File: config.mk
export PLATFORM = sky130hd
export DESIGN_NAME = controle_ula
export DESIGN_NICKNAME = d
export VERILOG_FILES = /design/src/rtl/controle_ula.sv
export SDC_FILE = /design/constraint.sdc
export NUM_CORES = 1
export LEC_CHECK = 0
export BUFFER_PORTS_ARGS = -buffer_cell sky130_fd_sc_hd__buf_2
export CAP_MARGIN = 30
export CORE_MARGIN = 3
export CORE_UTILIZATION = 25
export DETAILED_ROUTE_END_ITERATION = 7
export HOLD_SLACK_MARGIN = 0.15
export SLEW_MARGIN = 25
export SYNTH_ARGS = -nofsm -noshare
export SYNTH_HDL_FRONTEND = slang
export SYNTH_SLANG_ARGS = --single-unit
File: constraint.sdc
create_clock -name clock -period 5.3 [get_ports clock]
set_input_delay 0.795 -clock clock [delete_from_list [all_inputs] [get_ports clock]]
set_output_delay 0.795 -clock clock [all_outputs]
set_load 0.05 [all_outputs]
File: src/rtl/controle_ula.sv
// controle_ula: arbitrates two requesters onto one shared combinational ULA.
// Holds the ULA inputs for LATENCIA cycles, then returns the result by done pulse.
module controle_ula #(
  parameter int LATENCIA = 2
) (
  input  logic        clock,
  input  logic        reset_n,
  input  logic        req_a,
  input  logic [15:0] operando1_a,
  input  logic [15:0] operando2_a,
  input  logic [2:0]  opcode_a,
  output logic        done_a,
  output logic [31:0] resultado_a,
  output logic        erro_a,
  input  logic        req_b,
  input  logic [15:0] operando1_b,
  input  logic [15:0] operando2_b,
  input  logic [2:0]  opcode_b,
  output logic        done_b,
  output logic [31:0] resultado_b,
  output logic        erro_b,
  output logic [15:0] ula_operando1,
  output logic [15:0] ula_operando2,
  output logic [2:0]  ula_opcode,
  input  logic [31:0] ula_resultado,
  output logic        ocupado
);

  typedef enum logic [1:0] {
    OCIOSO,
    ESPERA,
    CONCLUI
  } estado_t;

  localparam logic [3:0] LAT = 4'(LATENCIA);
  localparam logic [2:0] OP_DIV = 3'b010;

  estado_t     r_estado;
  logic [3:0]  r_cont;
  logic        r_ultimo_b;
  logic        r_porta_b;
  logic        r_done_a;
  logic        r_done_b;
  logic [31:0] r_res_a;
  logic [31:0] r_res_b;
  logic        r_err_a;
  logic        r_err_b;
  logic [15:0] r_ula_op1;
  logic [15:0] r_ula_op2;
  logic [2:0]  r_ula_opc;

  logic        w_grant;
  logic        w_sel_b;
  logic [15:0] w_op1;
  logic [15:0] w_op2;
  logic [2:0]  w_opc;
  logic        w_divz;

  // On a tie the port not served last wins; the operand mux follows the winner.
  always_comb begin
    w_grant = req_a | req_b;
    w_sel_b = req_b & (~req_a | ~r_ultimo_b);
    w_op1   = w_sel_b ? operando1_b : operando1_a;
    w_op2   = w_sel_b ? operando2_b : operando2_a;
    w_opc   = w_sel_b ? opcode_b    : opcode_a;
    w_divz  = (w_opc == OP_DIV) && (w_op2 == 16'h0000);
  end

  // Sequencer: grant, hold the ULA inputs through the settle window, deliver.
  always_ff @(posedge clock or negedge reset_n) begin
    if (!reset_n) begin
      r_estado   <= OCIOSO;
      r_cont     <= 4'd0;
      r_ultimo_b <= 1'b1;
      r_porta_b  <= 1'b0;
      r_done_a   <= 1'b0;
      r_done_b   <= 1'b0;
      r_res_a    <= 32'h0;
      r_res_b    <= 32'h0;
      r_err_a    <= 1'b0;
      r_err_b    <= 1'b0;
      r_ula_op1  <= 16'h0;
      r_ula_op2  <= 16'h0;
      r_ula_opc  <= 3'h0;
    end else begin
      r_done_a <= 1'b0;
      r_done_b <= 1'b0;
      unique case (r_estado)
        OCIOSO: begin
          if (w_grant) begin
            r_ultimo_b <= w_sel_b;
            r_porta_b  <= w_sel_b;
            if (w_divz) begin
              r_estado <= CONCLUI;
              if (w_sel_b) begin
                r_res_b  <= 32'hFFFF_FFFF;
                r_err_b  <= 1'b1;
                r_done_b <= 1'b1;
              end else begin
                r_res_a  <= 32'hFFFF_FFFF;
                r_err_a  <= 1'b1;
                r_done_a <= 1'b1;
              end
            end else begin
              r_ula_op1 <= w_op1;
              r_ula_op2 <= w_op2;
              r_ula_opc <= w_opc;
              r_cont    <= LAT;
              r_estado  <= ESPERA;
            end
          end
        end
        ESPERA: begin
          r_cont <= r_cont - 4'd1;
          if (r_cont == 4'd1) begin
            r_estado <= CONCLUI;
            if (r_porta_b) begin
              r_res_b  <= ula_resultado;
              r_err_b  <= 1'b0;
              r_done_b <= 1'b1;
            end else begin
              r_res_a  <= ula_resultado;
              r_err_a  <= 1'b0;
              r_done_a <= 1'b1;
            end
          end
        end
        CONCLUI: begin
          r_estado <= OCIOSO;
        end
        default: begin
          r_estado <= OCIOSO;
        end
      endcase
    end
  end

  assign done_a        = r_done_a;
  assign done_b        = r_done_b;
  assign resultado_a   = r_res_a;
  assign resultado_b   = r_res_b;
  assign erro_a        = r_err_a;
  assign erro_b        = r_err_b;
  assign ula_operando1 = r_ula_op1;
  assign ula_operando2 = r_ula_op2;
  assign ula_opcode    = r_ula_opc;
  assign ocupado       = (r_estado != OCIOSO);

endmodule

# --- After elaboration in Yosys (flattened, before gate mapping) ---
# Cells that the tools add are included.
word_totals:
  register_bits: 111
  latchBits: 0
  mem_bits_rw: 0
  mem_bits_ro: 0
  inputBits: 106
  output_inout_bits: 104
  wordCells: 88
  mem_count: 0
op_classes:
  addsub: 1
  multipliers: 0
  n_div: 0
  n_lt_le_gt_ge: 0
  n_eq_ne: 11
  n_shift: 0
  mux: 46
  n_bitwise: 6
  reduce_logical: 11
ops:
  columns: ["operator", "n"]
  rows:
  - ["$mux 32", 10]
  - ["$pmux 32 s2", 2]
  - ["$mux 16", 2]
  - ["$mux 1", 20]
  - ["$logic_not 16->1", 1]
  - ["$ne 2x2->1 const B", 8]
  - ["$reduce_and 6->1", 2]
  - ["$mux 4", 2]
  - ["$pmux 1 s2", 4]
  - ["$pmux 4 s2", 1]
  - ["$mux 2", 3]
  - ["$reduce_and 3->1", 2]
  - ["$eq 4x1->1 const B", 1]
  - ["$pmux 2 s2", 1]
  - ["$reduce_and 2->1", 2]
  - ["$reduce_bool 2->1", 2]
  - ["$sub 4x1->4 const B", 1]
  - ["$eq 3x2->1 const B", 1]
  - ["$mux 3", 1]
  - ["$not 1->1", 3]
  - ["$eq 2x1->1 const B", 1]
  - ["$logic_not 2->1", 1]
  - ["$or 1x1->1", 2]
  - ["$and 1x1->1", 1]
  - ["$logic_and 1x1->1", 1]

# --- Longest topological paths before layout ---
logic_depth:
  word_depth: 9
  mapped_depth: 9
  ltp_nobuf: 7

# --- Worst setup path before layout ---
# No wires, ideal clock.
synth_timing:
  path_kind: "input to register"
  startpoint: "in opcode_b[2]"
  endpoint: "reg r_res_a[0] (netlist: resultado_a[0])"
  setup_ns: 0.066
  arrival_ns: 2.116
  required_ns: 5.234
  setup_slack_ns: 3.118
  stages: 7
  path_buffers: 2
  path_cell_list: "nor4_1 -> nand4_2 -> a22o_1 -> buf_6 -> o21ai_4 -> buf_6 -> o22a_1"
synth_between:
  elab_chain_len: 5
synth_lines:
  columns: ["item", "line", "source"]
  rows:
  - ["start, declared", "18", "input logic [2:0] opcode_b,"]
  - ["$mux 3", "65", "w_opc = w_sel_b ? opcode_b : opcode_a;"]
  - ["$eq 3x2->1", "66", "w_divz = (w_opc == OP_DIV) && (w_op2 == 16'h0000);"]
  - ["$logic_and 1x1->1", "66", null]
  - ["$ne 2x2->1 (no line)", null, null]
  - ["$reduce_and 6->1 (no line)", null, null]
  - ["end signal, assigned", "122", "r_res_a <= ula_resultado;"]
  - ["end, declared", "44", "logic [31:0] r_res_a;"]
# No other way between the ends.
# A chain may end at the register's enable or synchronous reset.

# --- Worst setup path after layout ---
layout_timing:
  startpoint: "in req_b"
  endpoint: "reg r_res_b[26] (netlist: resultado_b[26])"
layout_between:
  elab_chain_len: 6
layout_lines:
  columns: ["item", "line", "source"]
  rows:
  - ["start, declared", "15", "input logic req_b,"]
  - ["$and 1x1->1", "62", "w_sel_b = req_b & (~req_a | ~r_ultimo_b);"]
  - ["$mux 16 / $mux 3 (equally long branches)", "64, 65", null]
  - ["$logic_not 16->1 / $eq 3x2->1 (equally long branches)", "66", null]
  - ["$logic_and 1x1->1", "66", null]
  - ["$ne 2x2->1 (no line)", null, null]
  - ["$reduce_and 6->1 (no line) *", null, null]
  - ["end signal, assigned", "118", "r_res_b <= ula_resultado;"]
  - ["end, declared", "45", "logic [31:0] r_res_b;"]
# Every way passes the cells marked *; elsewhere a longest branch is shown, timed or not.

==> impl_metrics.env <==
export IMPL_rows=48
export IMPL_drc=0
export IMPL_antenna_found_initial=0
export IMPL_skew_ns=0.00739
export IMPL_fin_ws_ns=2.23
export IMPL_p_leak_uw=0.00280
export IMPL_die_w_um=142
export IMPL_clock_latency_ns=0.35
export IMPL_syn_num_nets=515
export IMPL_syn_inst=407
export IMPL_grt_setup_unrepaired="no"
export IMPL_cp_end_kind="register"
export IMPL_hp_class="primary input to asynchronous set/reset pin"
export IMPL_port_buffers=209
export IMPL_gp_congestion=0.801
export IMPL_power_density_nw_per_um2=774
export IMPL_clkTransAtPathRegs_ns=0.08
export IMPL_die_h_um=142
export IMPL_synth_seq_cells=111
export IMPL_final_antenna_net_count=0
export IMPL_relSlewSlack_pct=43.0
export IMPL_synthXorXnorAreaFrac_pct=0.190
export IMPL_ys_warnings_count=0
export IMPL_r2r_start="r_ultimo_b$_DFFE_PN1P_"
export IMPL_num_antenna_cells=0
export IMPL_synth_simple_area_share_pct=9.85
export IMPL_synth_compound_area_share_pct=24.6
export IMPL_cts_sinks=111
export IMPL_synth_adder_area_share_pct=0.544
export IMPL_post_route_period_util_pct=57.9
export IMPL_tns_ns=0
export IMPL_hpwl_um=9530
export IMPL_ir_worst_vdd_mv=0.443
export IMPL_first_pass_iters=4
export IMPL_clockBufferDepth=2
export IMPL_synth_cell_type_count=38
export IMPL_vias=4046
export IMPL_postCtsSetupBuffers=0
export IMPL_cpMostUsedCell="buf_4"
export IMPL_pre_cts_ws_ns=1.75
export IMPL_drive_above_1_share_pct=40.1
export IMPL_syn_to_final_growth_pct=34.8
export IMPL_startpoint_type="primary input"
export IMPL_hold_viol_final=0
export IMPL_netlist_area_um2=4600
export IMPL_core_area_um2=17700
export IMPL_tightest_slew_ns=0.855
export IMPL_cts_tree="built"
export IMPL_synth_edf_count=0
export IMPL_routedWlPerCell_um=16.2
export IMPL_async_reset_ff_share_pct=100
export IMPL_worstPathRequired_ns=5.59
export IMPL_max_freq_ghz=0.326
export IMPL_synth_top_family_by_area="compound AO/OA/AOI/OAI gates"
export IMPL_muxShareOfSynthArea_pct=0
export IMPL_ys_seq_area_share_pct=60.4
export IMPL_outcome="finished, final reports clean"
export IMPL_grt_pass1_wl_um=22000
export IMPL_cp_max_fo=40
export IMPL_cp_slowest_cell="a21bo_2"
export IMPL_dieArea_um2=20100
export IMPL_avgSynthCellArea_um2=11.3
export IMPL_crit_type="primary input to register"
export IMPL_startpoint="req_b"
export IMPL_vias_per_cell=4.85
export IMPL_maxCapViolCount=0
export IMPL_cts_htree_levels=3
export IMPL_nNetsFinal=712
export IMPL_crit_chain="buf_2, a21bo_2, nand4_1, a22o_1, buf_4, o31ai_4, buf_4, o22a_1"
export IMPL_grt_max_degree=69
export IMPL_cp_arrival_ns=3.36
export IMPL_drtIter0Drc=172
export IMPL_cts_resized=0
export IMPL_period_needed_ns=3.07
export IMPL_slowest_delay_ns=0.76
export IMPL_grt_util_all_layers_pct=13.5
export IMPL_synthFlopType="dfrtp_1"
export IMPL_pin_count=210
export IMPL_start_util_pct=26.0
export IMPL_hold_buffers=0
export IMPL_detail_route_wirelength_um=13500
export IMPL_first_global_vias=4133
export IMPL_grt_overflow_total=0
export IMPL_setup_violations=0
export IMPL_cts_root_buf="clkbuf_16"
export IMPL_cts_made_buffers=9
export IMPL_final_max_slew_viol_count=0
[registers in the layout (all words and copies together) (netlist names)]
| register | flops |
|---|---|
| done_b | 1 |
| r_estado | 2 |
| r_cont | 4 |
| r_porta_b | 1 |
| ula_operando2 | 16 |
| ula_operando1 | 16 |
| ula_opcode | 3 |
| done_a | 1 |
| r_ultimo_b | 1 |
| resultado_b | 32 |
| resultado_a | 32 |
| erro_a | 1 |
| erro_b | 1 |
[worst paths after layout]
check                           depth (start not counted)                          end  slack [ns]
worst max-delay path                                    8  resultado_b[26]$_DFFE_PN0P_        2.23
worst min-delay path                                    1  resultado_a[14]$_DFFE_PN0P_        0.30
worst max register to register                          7  resultado_b[26]$_DFFE_PN0P_        2.27
worst min register to register                          1   resultado_b[2]$_DFFE_PN0P_        0.48
max in group asynchronous                               2   resultado_a[0]$_DFFE_PN0P_        4.17
min in group clock                                      1   resultado_b[2]$_DFFE_PN0P_        0.48
[Yosys cell counts, drive strengths merged, types with 2 or more instances]
master / number / area share (%)
dfrtp: 110 / 60
nand2: 76 / 6.2
o22a: 64 / 12
a21oi: 37 / 4.0
a31oi: 37 / 5.0
clkbuf: 19 / 1.6
buf: 14 / 2.6
nor4: 6 / 0.95
o21ai: 6 / 0.90
inv: 3 / 0.24
nor2: 3 / 0.24
nor2b: 3 / 0.41
nor3: 3 / 0.33
ha: 2 / 0.54
nand2b: 2 / 0.27
nand3: 2 / 0.22
nand4: 2 / 0.41
nor4b: 2 / 0.52
o21a: 2 / 0.33
o22ai: 2 / 0.27
[layer usage]
| metal | wire length, µm | up-vias | global-route usage, % |
|---|---|---|---|
| li1 | - | 1894 | - |
| met3 | 1220 | 14 | 4.25 |
| met2 | 6100 | 164 | 21.8 |
| met4 | 204 | 0 | 3.79 |
| met1 | 6020 | 1974 | 17.6 |
| met5 | 0 | - | 0 |
[final cells by class]
cell class | instances | area [µm²]
flip-flops and latches | 111 | 2780
clock buffers | 10 | 229
multi-input cells | 260 | 1630
well taps | 225 | 282
clock inverters | 6 | 86.3
inverters | 3 | 11.3
repair buffers | 219 | 1180
fillers | 1832 | 11500
[kinds of logic after synthesis]
family                     count (synthesis)
adders and majority gates                  2
DFF                                      111
xor gates and xnor gates                   1
AOI/OAI and AO/OA                        156
and+or+nand+nor                          101
buffers and inverters                     36
[critical path, delay by kind of cell]
family	cells	cell delay [ns]
AO/OA/AOI/OAI	4	1.48
AND/OR/NAND/NOR	1	0.25
buffers and inverters	3	0.79
[layout by cell type (no fill, tap or decap), types with 3 or more instances in the layout]
cell type	instances
o21ai_0	5
a21oi_1	37
a31oi_1	37
buf_2	208
dfrtp_1	110
nor3_1	3
clkbuf_16	9
buf_16	3
o22a_1	64
nor2b_1	3
inv_1	3
nand2_1	76
nor4_1	5
buf_4	8
[stage by stage]
step                hold slack (ns)  cell area (µm²)  instances  utilization, %  power (µW)
floorplan                     0.453             4600        407               -        3450
global route                  0.289             6200        834            35.1        5070
CTS                           0.490             6150        832            34.8        4850
global placement              0.466             5800        815            32.9        4090
detailed placement            0.472             5830        816            33.0        4120
finish                        0.300             6200        834            35.1        4800
[where the power goes]
part	internal (µW)	switching (µW)	total (µW)
combinational	646	1940	2590
sequential	1260	235	1500
clock	381	336	717
Power figures use the tool's default switching activity.
